## src/rtl/piccolo_loader.sv

```systemverilog
// Piccolo-128 front end: assembles key/plaintext from 16-bit words,
// pulses the core load, waits out its latency and returns the ciphertext.
module piccolo_loader #(
  parameter int CORE_LAT = 4
) (
  input  logic         clk,
  input  logic         reset,
  input  logic         in_valid,
  output logic         in_ready,
  input  logic         in_key,
  input  logic [15:0]  in_data,
  output logic [63:0]  core_plaintext,
  output logic [127:0] core_key,
  output logic         core_start,
  input  logic [63:0]  core_ciphertext,
  output logic         out_valid,
  input  logic         out_ready,
  output logic [63:0]  out_data,
  output logic         key_loaded,
  output logic         err
);

  localparam int WW = (CORE_LAT > 1) ? $clog2(CORE_LAT) : 1;
  localparam logic [WW-1:0] LAST = WW'(CORE_LAT - 1);

  typedef enum logic [1:0] {
    IDLE,
    START,
    WAIT,
    OUT
  } state_t;

  state_t        state;
  logic [2:0]    kcnt;
  logic [1:0]    pcnt;
  logic [WW-1:0] wcnt;

  // Word 0 lands in the most significant slice.
  logic [6:0] kidx;
  logic [5:0] pidx;
  assign kidx = 7'd127 - {kcnt, 4'd0};
  assign pidx = 6'd63 - {pcnt, 4'd0};

  assign in_ready = reset & (state == IDLE);

  always_ff @(posedge clk or negedge reset) begin
    if (!reset) begin
      state          <= IDLE;
      kcnt           <= '0;
      pcnt           <= '0;
      wcnt           <= '0;
      core_key       <= '0;
      core_plaintext <= '0;
      core_start     <= 1'b0;
      out_valid      <= 1'b0;
      out_data       <= '0;
      key_loaded     <= 1'b0;
      err            <= 1'b0;
    end else begin
      core_start <= 1'b0;
      err        <= 1'b0;
      case (state)
        IDLE: begin
          if (in_valid) begin
            if (in_key) begin
              core_key[kidx -: 16] <= in_data;
              kcnt <= kcnt + 3'd1;
              pcnt <= '0;
              if (kcnt == 3'd0) key_loaded <= 1'b0;
              if (kcnt == 3'd7) key_loaded <= 1'b1;
            end else begin
              core_plaintext[pidx -: 16] <= in_data;
              pcnt <= pcnt + 2'd1;
              if (pcnt == 2'd3) begin
                if (key_loaded) begin
                  state      <= START;
                  core_start <= 1'b1;
                end else begin
                  err <= 1'b1;
                end
              end
            end
          end
        end
        START: begin
          state <= WAIT;
          wcnt  <= '0;
        end
        WAIT: begin
          wcnt <= wcnt + WW'(1);
          if (wcnt == LAST) begin
            out_data  <= core_ciphertext;
            out_valid <= 1'b1;
            state     <= OUT;
          end
        end
        OUT: begin
          if (out_ready) begin
            out_valid <= 1'b0;
            state     <= IDLE;
          end
        end
        default: state <= IDLE;
      endcase
    end
  end

endmodule

```

## config.mk

```make
export PLATFORM = sky130hd
export DESIGN_NAME = piccolo_loader
export DESIGN_NICKNAME = d
export VERILOG_FILES = /design/src/rtl/piccolo_loader.sv
export SDC_FILE = /design/constraint.sdc
export NUM_CORES = 1
export LEC_CHECK = 0
export ABC_CLOCK_PERIOD_IN_PS = 2550
export CELL_PAD_IN_SITES_DETAIL_PLACEMENT = 1
export CELL_PAD_IN_SITES_GLOBAL_PLACEMENT = 1
export CORE_ASPECT_RATIO = 0.5
export CORE_MARGIN = 8
export CORE_UTILIZATION = 36
export CTS_CLUSTER_DIAMETER = 40
export DETAILED_ROUTE_END_ITERATION = 16
export GPL_TIMING_DRIVEN = 0
export PLACE_DENSITY_LB_ADDON = 0.1
export SYNTH_ARGS = -nofsm -noshare
export SYNTH_HDL_FRONTEND = slang
export SYNTH_SLANG_ARGS = --single-unit
```

## constraint.sdc

```tcl
create_clock -name clk -period 2.55 [get_ports clk]
set_clock_uncertainty 0.2 [all_clocks]
set_input_delay 0.255 -clock clk [delete_from_list [all_inputs] [get_ports clk]]
set_output_delay 0.255 -clock clk [all_outputs]
set_load 0.02 [all_outputs]
```

Word-level counts from Yosys, hierarchy flattened:

Cells that the tools add are included.
W data, S select, Z words.

* reduce and logical (&&, ||, !) cells: 12
* mux-type cells: 26
* add/subtract/negate cells: 7
* bitwise operators: 2
* shift-type cells: 4
* equality and inequality tests: 12

Operators by type and width (count)
* $shift A16 B9 Y143 const A: 1
* $shiftx A16 B9 Y143: 1
* $bwmux W128: 1
* $shift A16 B8 Y79 const A: 1
* $shiftx A16 B8 Y79: 1
* $bwmux W64: 1
* $mux W1: 14
* $mux W2: 7
* $ne A2 B2 Y1 const B: 5
* $neg A7 Y9: 1
* $reduce_and A3 Y1: 3
* $eq A2 B2 Y1 const B: 4
* $neg A6 Y8: 1
* $pmux W2 S4: 1
* $sub A7 B7 Y7 const A: 1
* $reduce_and A6 Y1: 1
* $reduce_bool A2 Y1: 3
* $sub A6 B6 Y6 const A: 1
* $add A2 B1 Y2 const B: 2
* $pmux W2 S2: 1
* $reduce_and A2 Y1: 2
* $reduce_and A4 Y1: 1
* $add A3 B1 Y3 const B: 1
* $eq A3 B3 Y1 const B: 1
* other kinds (7): 7

* output and inout bits: 261
* register bits after elaboration: 269
* word-level logic and storage cells: 74

Logic depth before layout (Yosys ltp):

Gate-level depths: netlist (run 1).

* depth in word-level cells: 5
* depth in mapped cells: 7
* mapped depth without buffers: 5

Worst setup path after synthesis (run 1):

Ideal clock, no wire load.

* path type: register to register
* from: register state[0]
* to: register core_key[103]
* clock period less this slack: 1.980 ns
* data required time: 2.225 ns
* setup slack: 0.570 ns
* cell stages (with the launch flop): 8
* arrival time: 1.655 ns
* path through: dfrtp_1 > inv_1 > ha_1 > buf_6 > nand3_4 > nor2_4 > buf_6 > mux2_2

* longest elaborated chain between the ends: 2

Ends and longest elaborated chain
* start, declared: RTL line 33 `state_t state;`
* start signal, assigned: RTL line 48 `state <= IDLE;`
* start signal, assigned: RTL line 76 `state <= START;`
* start signal, assigned: RTL line 86 `state <= WAIT;`
* $logic_not A2 Y1: RTL line 62 `case (state)`
* $reduce_and A3 Y1 (no source line)
* end signal, assigned by index: RTL line 66 `core_key[kidx -: 16] <= in_data;`
* end, declared: RTL line 13 `output logic [127:0] core_key,`

No other way between the ends.
A chain may end at the register's enable or synchronous reset.

Worst setup path after layout (run 1):

* from: register state[0]
* to: output port in_ready

* longest elaborated chain between the ends: 2

Ends and longest elaborated chain
* $logic_not A2 Y1: RTL line 44 `assign in_ready = reset & (state == IDLE);`
* $and A1 B1 Y1: RTL line 44
* end, declared: RTL line 9 `output logic in_ready,`

No other way between the ends.

==> flow_summary_export.csv, run 1 <==
group,metric,value,unit
drt,routed_wirelength,38.42,mm
power_and_ir_drop,power_density,1093,nW/um2
floorplan,io_pins,346,
clock_network,htreeDepth,2,
placed_design,dpl_cell_area,14930,um2
setup_path,cp_cell_sequence,"inv_1 -> ha_2 -> buf_6 -> and2_1 -> clkdlybuf4s15_1",
sta,finalCritPeriodShare,95.43,%
layout,fin_cells,1717,
clock_network,cts.sinks,269,
setup_path,cp_max_fo,10,
synthesis,ys_ff_latch,269,
clock_network,hold_buffers,9,
setup_path,critical_path_required,2100,ps
floorplan,num_rows,45,
status,status,"finished, violations left",
synthesis,synthDistinctLibCells,34,
floorplan,core,30290,um2
setup_path,worstPathArrival,1980,ps
floorplan,initial_core_util,36.56,%
sta,fmax,410.9,MHz
clock_network,post_cts_buffers,0,
layout,layout_common_cells,"clkdlybuf4s50_1 (327), dfrtp_1 (269), nand2_1 (198)",
setup_path,critical_path_class,"flop to output pin",
drt,top_layer_used,"met5",
drt,ant_nets,0,
synthesis,syn_area_per_cell,12.09,um2
synthesis,synth_simple_gate_area_share,12.49,%
synthesis,mappedNetlistNets,1016,
grt,grt_overflow_total,0,
synthesis,ys.warnings.count,0,
clock_network,cts_max_path_buffers,3,
grt,grt_util_all_layers,20.40,%
clock_network,path_clk_slew,60,ps
layout,drive_above_1_share,19.89,%
floorplan,die_area,36970,um2
sta,worstMarginPinSlew,866.3,ps
clock_network,worstSkewPairLatency,510,ps
drt,drt-vias-per-instance,4.867,
power_and_ir_drop,power_leakage,7.155,nW
synthesis,yosys.area_share.xor_xnor,0.07908,%
sta,finalSetupTns,0,ps
power_and_ir_drop,ir_drop,0.6221,mV
layout,fin_area,16360,um2
sta,setup_violations,0,
floorplan,die_x,264.1,um
sta,fin_crit,2433,ps
sta,drv_slew,0,
floorplan,die_y,140.0,um
job,drv_cap,0,
hold_path,hp-class,"input port to asynchronous set/reset pin",
drt,wire_per_inst,22.37,um
clock_network,cts_tree,"built",
setup_path,cp_slowest_stage_delay,380,ps
clock_network,cts_buffers,34,
grt,grt_max_degree,94,
setup_path,startpoint_type,"flop",
status,violations,"hold timing",
power_and_ir_drop,total_power,17.88,mW
drt,routed-wl-met3,2.452,mm
layout,fin_nets,1393,
synthesis,synth_top_family_by_area,"multiplexers",
synthesis,synthMuxAreaShare,16.79,%
sta,finalHoldViolCount,92,
placed_design,port_buffers,329,
drt,drt_iter0_markers,326,
sta,rsz0062_at_grt,"no",
grt,grt_pass1_wl,58.82,mm
layout,area_growth,47.70,%
placed_design,dp.cells,1646,
synthesis,netlist_area,11080,um2
drt,m1WireLength,14.92,mm
layout,final_util,54.00,%
placed_design,place.gp.congestion,0.8106,
synthesis,yosysSeqAreaShare,60.78,%
drt,first_pass_iters,4,
layout,nFillCells,3110,
grt,antenna_found_initial,2,
sta,hold_ws,-215.8,ps
clock_network,clockRootBuffer,"clkbuf_16",
layout,layout_commonest_cell,"clkdlybuf4s50_1",
sta,maxSlewHeadroom,42.03,%
synthesis,synth_compound_area_share,4.948,%
setup_path,cp-end-kind,"output pin",
synthesis,syn-instance-count,916,
placed_design,dpl_worst_slack,-507.6,ps
placed_design,dpl.hpwl,27.50,mm
setup_path,slowest_stage,"dfrtp_1",
drt,vias,8357,
grt,grt_pass1_vias,9508,
drt,met2_length,20.10,mm
synthesis,synthAdderAreaFrac,1.695,%
sta,finalWorstSetupSlack,116.6,ps
drt,drc,0,
setup_path,r2r_cells,7,
==> metal layers <==
metal / up-vias / global-route usage [%]
li1: 3802 / -
met1: 4302 / 23.39
met2: 195 / 36.80
met3: 56 / 6.150
met4: 2 / 5.679
met5: - / 0
==> worst max-delay path, delay by kind of cell (launching register included) <==
family        cells  cell delay, ps
fa+ha+maj         1             270
simple gates      1             150
buf+inv           3             670
flops             1             380
==> cell type report <==
cell class / count / area, um2 / area share, %
diodes: 1 / 2.502 / 0.01530
plain buffers: 63 / 315.3 / 1.927
clock buffers: 44 / 982.2 / 6.004
clock inverters: 16 / 210.2 / 1.285
inverters: 11 / 41.29 / 0.2524
multi-input cells: 573 / 3990 / 24.39
flip-flops and latches: 269 / 6731 / 41.15
well taps: 399 / 499.2 / 3.052
repair buffers: 341 / 3586 / 21.92
==> flip-flops by register name (all words and copies together), names as in the netlist <==
name	cells
state	2
pcnt	2
core_key	128
out_valid	1
wcnt	2
kcnt	3
err	1
core_start	1
out_data	64
key_loaded	1
core_plaintext	64
==> cell families after synthesis <==
logic type	Yosys count
buffers and inverters	74
AND/OR/NAND/NOR	287
multiplexers	165
flip-flops	269
adder cells (fa/ha/maj)	15
XOR/XNOR	1
AO/OA/AOI/OAI	105
==> worst paths after layout <==
check | startpoint | end | slack [ps]
setup / recovery | state[0] | in_ready | 120
max in group asynchronous | reset | core_key[27] | 1380
setup reg to reg | state[0] | core_key[62] | 220
hold / removal | reset | core_key[114] | -220
min in group clk | in_data[13] | core_key[77] | 40
hold reg to reg | core_plaintext[55] | core_plaintext[55] | 280
==> report_power, final <==
part,total (mW),switching [mW],internal [mW],leakage (nW)
Sequential,6.14,0.718,5.42,3.55
Clock,5.12,1.96,3.15,0.578
Combinational,6.63,3.49,3.14,3.02
Total,17.9,6.17,11.7,7.15
==> synth_stat cells, drive strengths merged <==
master,count,share of area (%)
dfrtp,269,61
nand2,199,6.8
mux2,163,17
o21ai,103,4.7
and2,50,2.8
clkbuf,43,1.5
buf,20,1.4
ha,15,1.7
nor2,12,0.89
inv,11,0.37
nand3,7,0.66
nor2b,6,0.34
nand4b,4,0.32
and2b,2,0.14
mux2i,2,0.18
nand2b,2,0.14
nand4,2,0.11
a2111oi,1,0.25
a21oi,1,0.045
and3,1,0.057
and3b,1,0.079
nand3b,1,0.18
xnor2,1,0.079
==> timing repair <==
action                                 CTS  global route
setup endpoints to repair                1             1
pin swaps                                0             0
gates resized for setup                  3             1
endpoints found under the hold margin  121            92
cloned                                   1             0
(Power assumes the default switching activity.)
==> run 2: changes to the inputs <==
- PLACE_DENSITY: unset -> 0.84
- PLACE_DENSITY_LB_ADDON: 0.1 -> unset
==> run 2 against run 1 <==
The run still ends with hold timing left; setup slack better by 77 ps; clock-buffer cell count stayed put; combinational power is 2% higher; clock power is 0.8% lower; total power is 0.62% higher; sequential share of layout area is 0.23 points higher; via count is 4.8% higher; cell count is 0.12% lower; critical path depth is 2 higher; register-to-register slack worse by 30 ps; critical path type is now flop to flop; largest cell class unchanged; largest power group unchanged.
==> flow_summary_export.csv, run 2 (synthesis gave the netlist of run 1 again) <==
group,metric,value,unit
drt,vias,8756,
layout,largest_reg_flops,128,
layout,layout_common_cells,"clkdlybuf4s50_1 (327), dfrtp_1 (269), nand2_1 (198)",
setup_path,r2r_cells,7,
layout,num_antenna_cells,0,
placed_design,dp.cells,1646,
layout,fin_area,16270,um2
layout,nFillCells,3125,
power_and_ir_drop,power_leakage,7.117,nW
floorplan,die_area,36970,um2
layout,area_growth,46.88,%
power_and_ir_drop,power_density,1106,nW/um2
job,drv_cap,0,
grt,grt_util_all_layers,22.26,%
floorplan,die_x,264.1,um
setup_path,ff2ff_setup_slack,190,ps
sta,fmax,424.3,MHz
clock_network,cts.sinks,269,
drt,drc,0,
sta,maxSlewHeadroom,39.48,%
power_and_ir_drop,p_sw,6.374,mW
sta,rsz0062_at_grt,"no",
power_and_ir_drop,power_frac_clock,28.2,%
drt,wire_per_inst,24.66,um
drt,routed_wirelength,42.29,mm
hold_path,hp-class,"input port to asynchronous set/reset pin",
setup_path,cp_max_fo,10,
sta,drv_slew,0,
power_and_ir_drop,ir_drop,0.6436,mV
drt,first_pass_iters,4,
setup_path,startpoint_type,"flop",
placed_design,dpl.hpwl,29.55,mm
grt,grt_pass1_vias,10020,
setup_path,critical_path_class,"flop to flop",
sta,hold_ws,-163.2,ps
layout,fin_nets,1392,
placed_design,place.gp.congestion,0.8042,
power_and_ir_drop,power_frac_comb,37.5,%
layout,drive_above_1_share,19.98,%
clock_network,clockRootBuffer,"clkbuf_16",
drt,ant_nets,0,
floorplan,num_rows,45,
floorplan,die_y,140.0,um
clock_network,worstSkewPairLatency,510,ps
layout,layout_commonest_cell,"clkdlybuf4s50_1",
setup_path,worstPathArrival,2550,ps
grt,grt_max_degree,114,
floorplan,initial_core_util,36.56,%
clock_network,hold_buffers,7,
placed_design,port_buffers,329,
sta,worstMarginPinSlew,907.8,ps
drt,drt_iter0_markers,502,
power_and_ir_drop,p_seq_share,34.3,%
setup_path,critical_path_required,2750,ps
setup_path,crit_path_start,"state[1]",
clock_network,cts_buffers,35,
sta,finalCritPeriodShare,92.43,%
grt,grt_overflow_total,0,
status,status,"finished, violations left",
drt,drt-vias-per-instance,5.106,
floorplan,core,30290,um2
clock_network,cts_max_path_buffers,3,
sta,finalHoldViolCount,175,
status,violations,"hold timing",
grt,antenna_found_initial,0,
layout,fin_cells,1715,
setup_path,reg2reg_to,"core_key[25]",
grt,grt_pass1_wl,64.05,mm
placed_design,dpl_cell_area,14930,um2
clock_network,path_clk_slew,60,ps
clock_network,cts_tree,"built",
sta,fin_crit,2357,ps
power_and_ir_drop,netSwitchingFraction,35.43,%
clock_network,post_cts_buffers,0,
sta,setup_violations,0,
setup_path,cp-end-kind,"flop",
power_and_ir_drop,internal_power,11.62,mW
setup_path,r2r-start,"state[1]",
layout,largest-register,"core_key",
layout,top_regs,"core_key: 128 flops, core_plaintext: 64 flops, out_data: 64 flops",
clock_network,htreeDepth,2,
floorplan,io_pins,346,
==> run 2: power by group through the flow <==
stage	sequential [mW]	clock (mW)	combinational (mW)
2_1_floorplan	7.43	0	1.98
3_3_place_gp	6.14	0	6.41
3_5_place_dp	6.22	0	6.66
4_1_cts	6.17	5.16	6.82
5_1_grt	6.29	5.33	7.13
6_report	6.17	5.08	6.74
==> run 2: cell type report <==
cell class                 instances  area [um2]  share of cell area (%)
sequential                       269        6731                   41.38
buffer                            63       315.3                   1.938
clock buffer                      44       982.2                   6.038
inverter                          11       41.29                  0.2538
timing repair buffer             339        3508                   21.57
clock inverter                    17       200.2                   1.231
tap                              399       499.2                   3.069
multi-input combinational        573        3990                   24.53
==> run 2: how the worst max path moves through the flow <==
stage	slack [ps]	cells after the start	end
floorplan	570	7	core_key[103]
global placement	-10220	1	core_key[23]
detailed placement	-450	5	in_ready
CTS	20	5	in_ready
global route	100	7	core_key[29]
finish	190	7	core_key[25]
==> run 2: worst max-delay path, stage by stage (launching register included) <==
cell and delay (ps):
dfrtp_1 440, inv_1 120, ha_2 260, buf_6 200, nand3_4 110, nor2_4 330
buf_6 220, mux2_2 340
==> run 2: stage by stage <==
stage | total power, mW | utilization [%] | worst slack (ps) | TNS, ps
finish | 17.99 | 53.71 | 193.1 | 0
global route | 18.75 | 53.71 | 104.4 | 0
CTS | 18.15 | 53.72 | 22.40 | 0
detailed placement | 12.88 | 49.28 | -450.1 | -450.1
global placement | 12.56 | 49.08 | -10220 | -2748180
floorplan | 9.410 | - | 570.5 | 0
==> run 2: routing by layer <==
metal / part of all wire (%) / GRT usage, %
met5: 0 / 0
met4: 4.1 / 9.052
met3: 4.0 / 3.861
met2: 55 / 42.74
met1: 37 / 24.14
==> run 2: what timing repair did <==
action                     CTS  global route
setup endpoints to repair    1             1
hold endpoints to repair   157           171
gates resized for setup      2             2
gates cloned                 1             0
pin swaps                    0             0
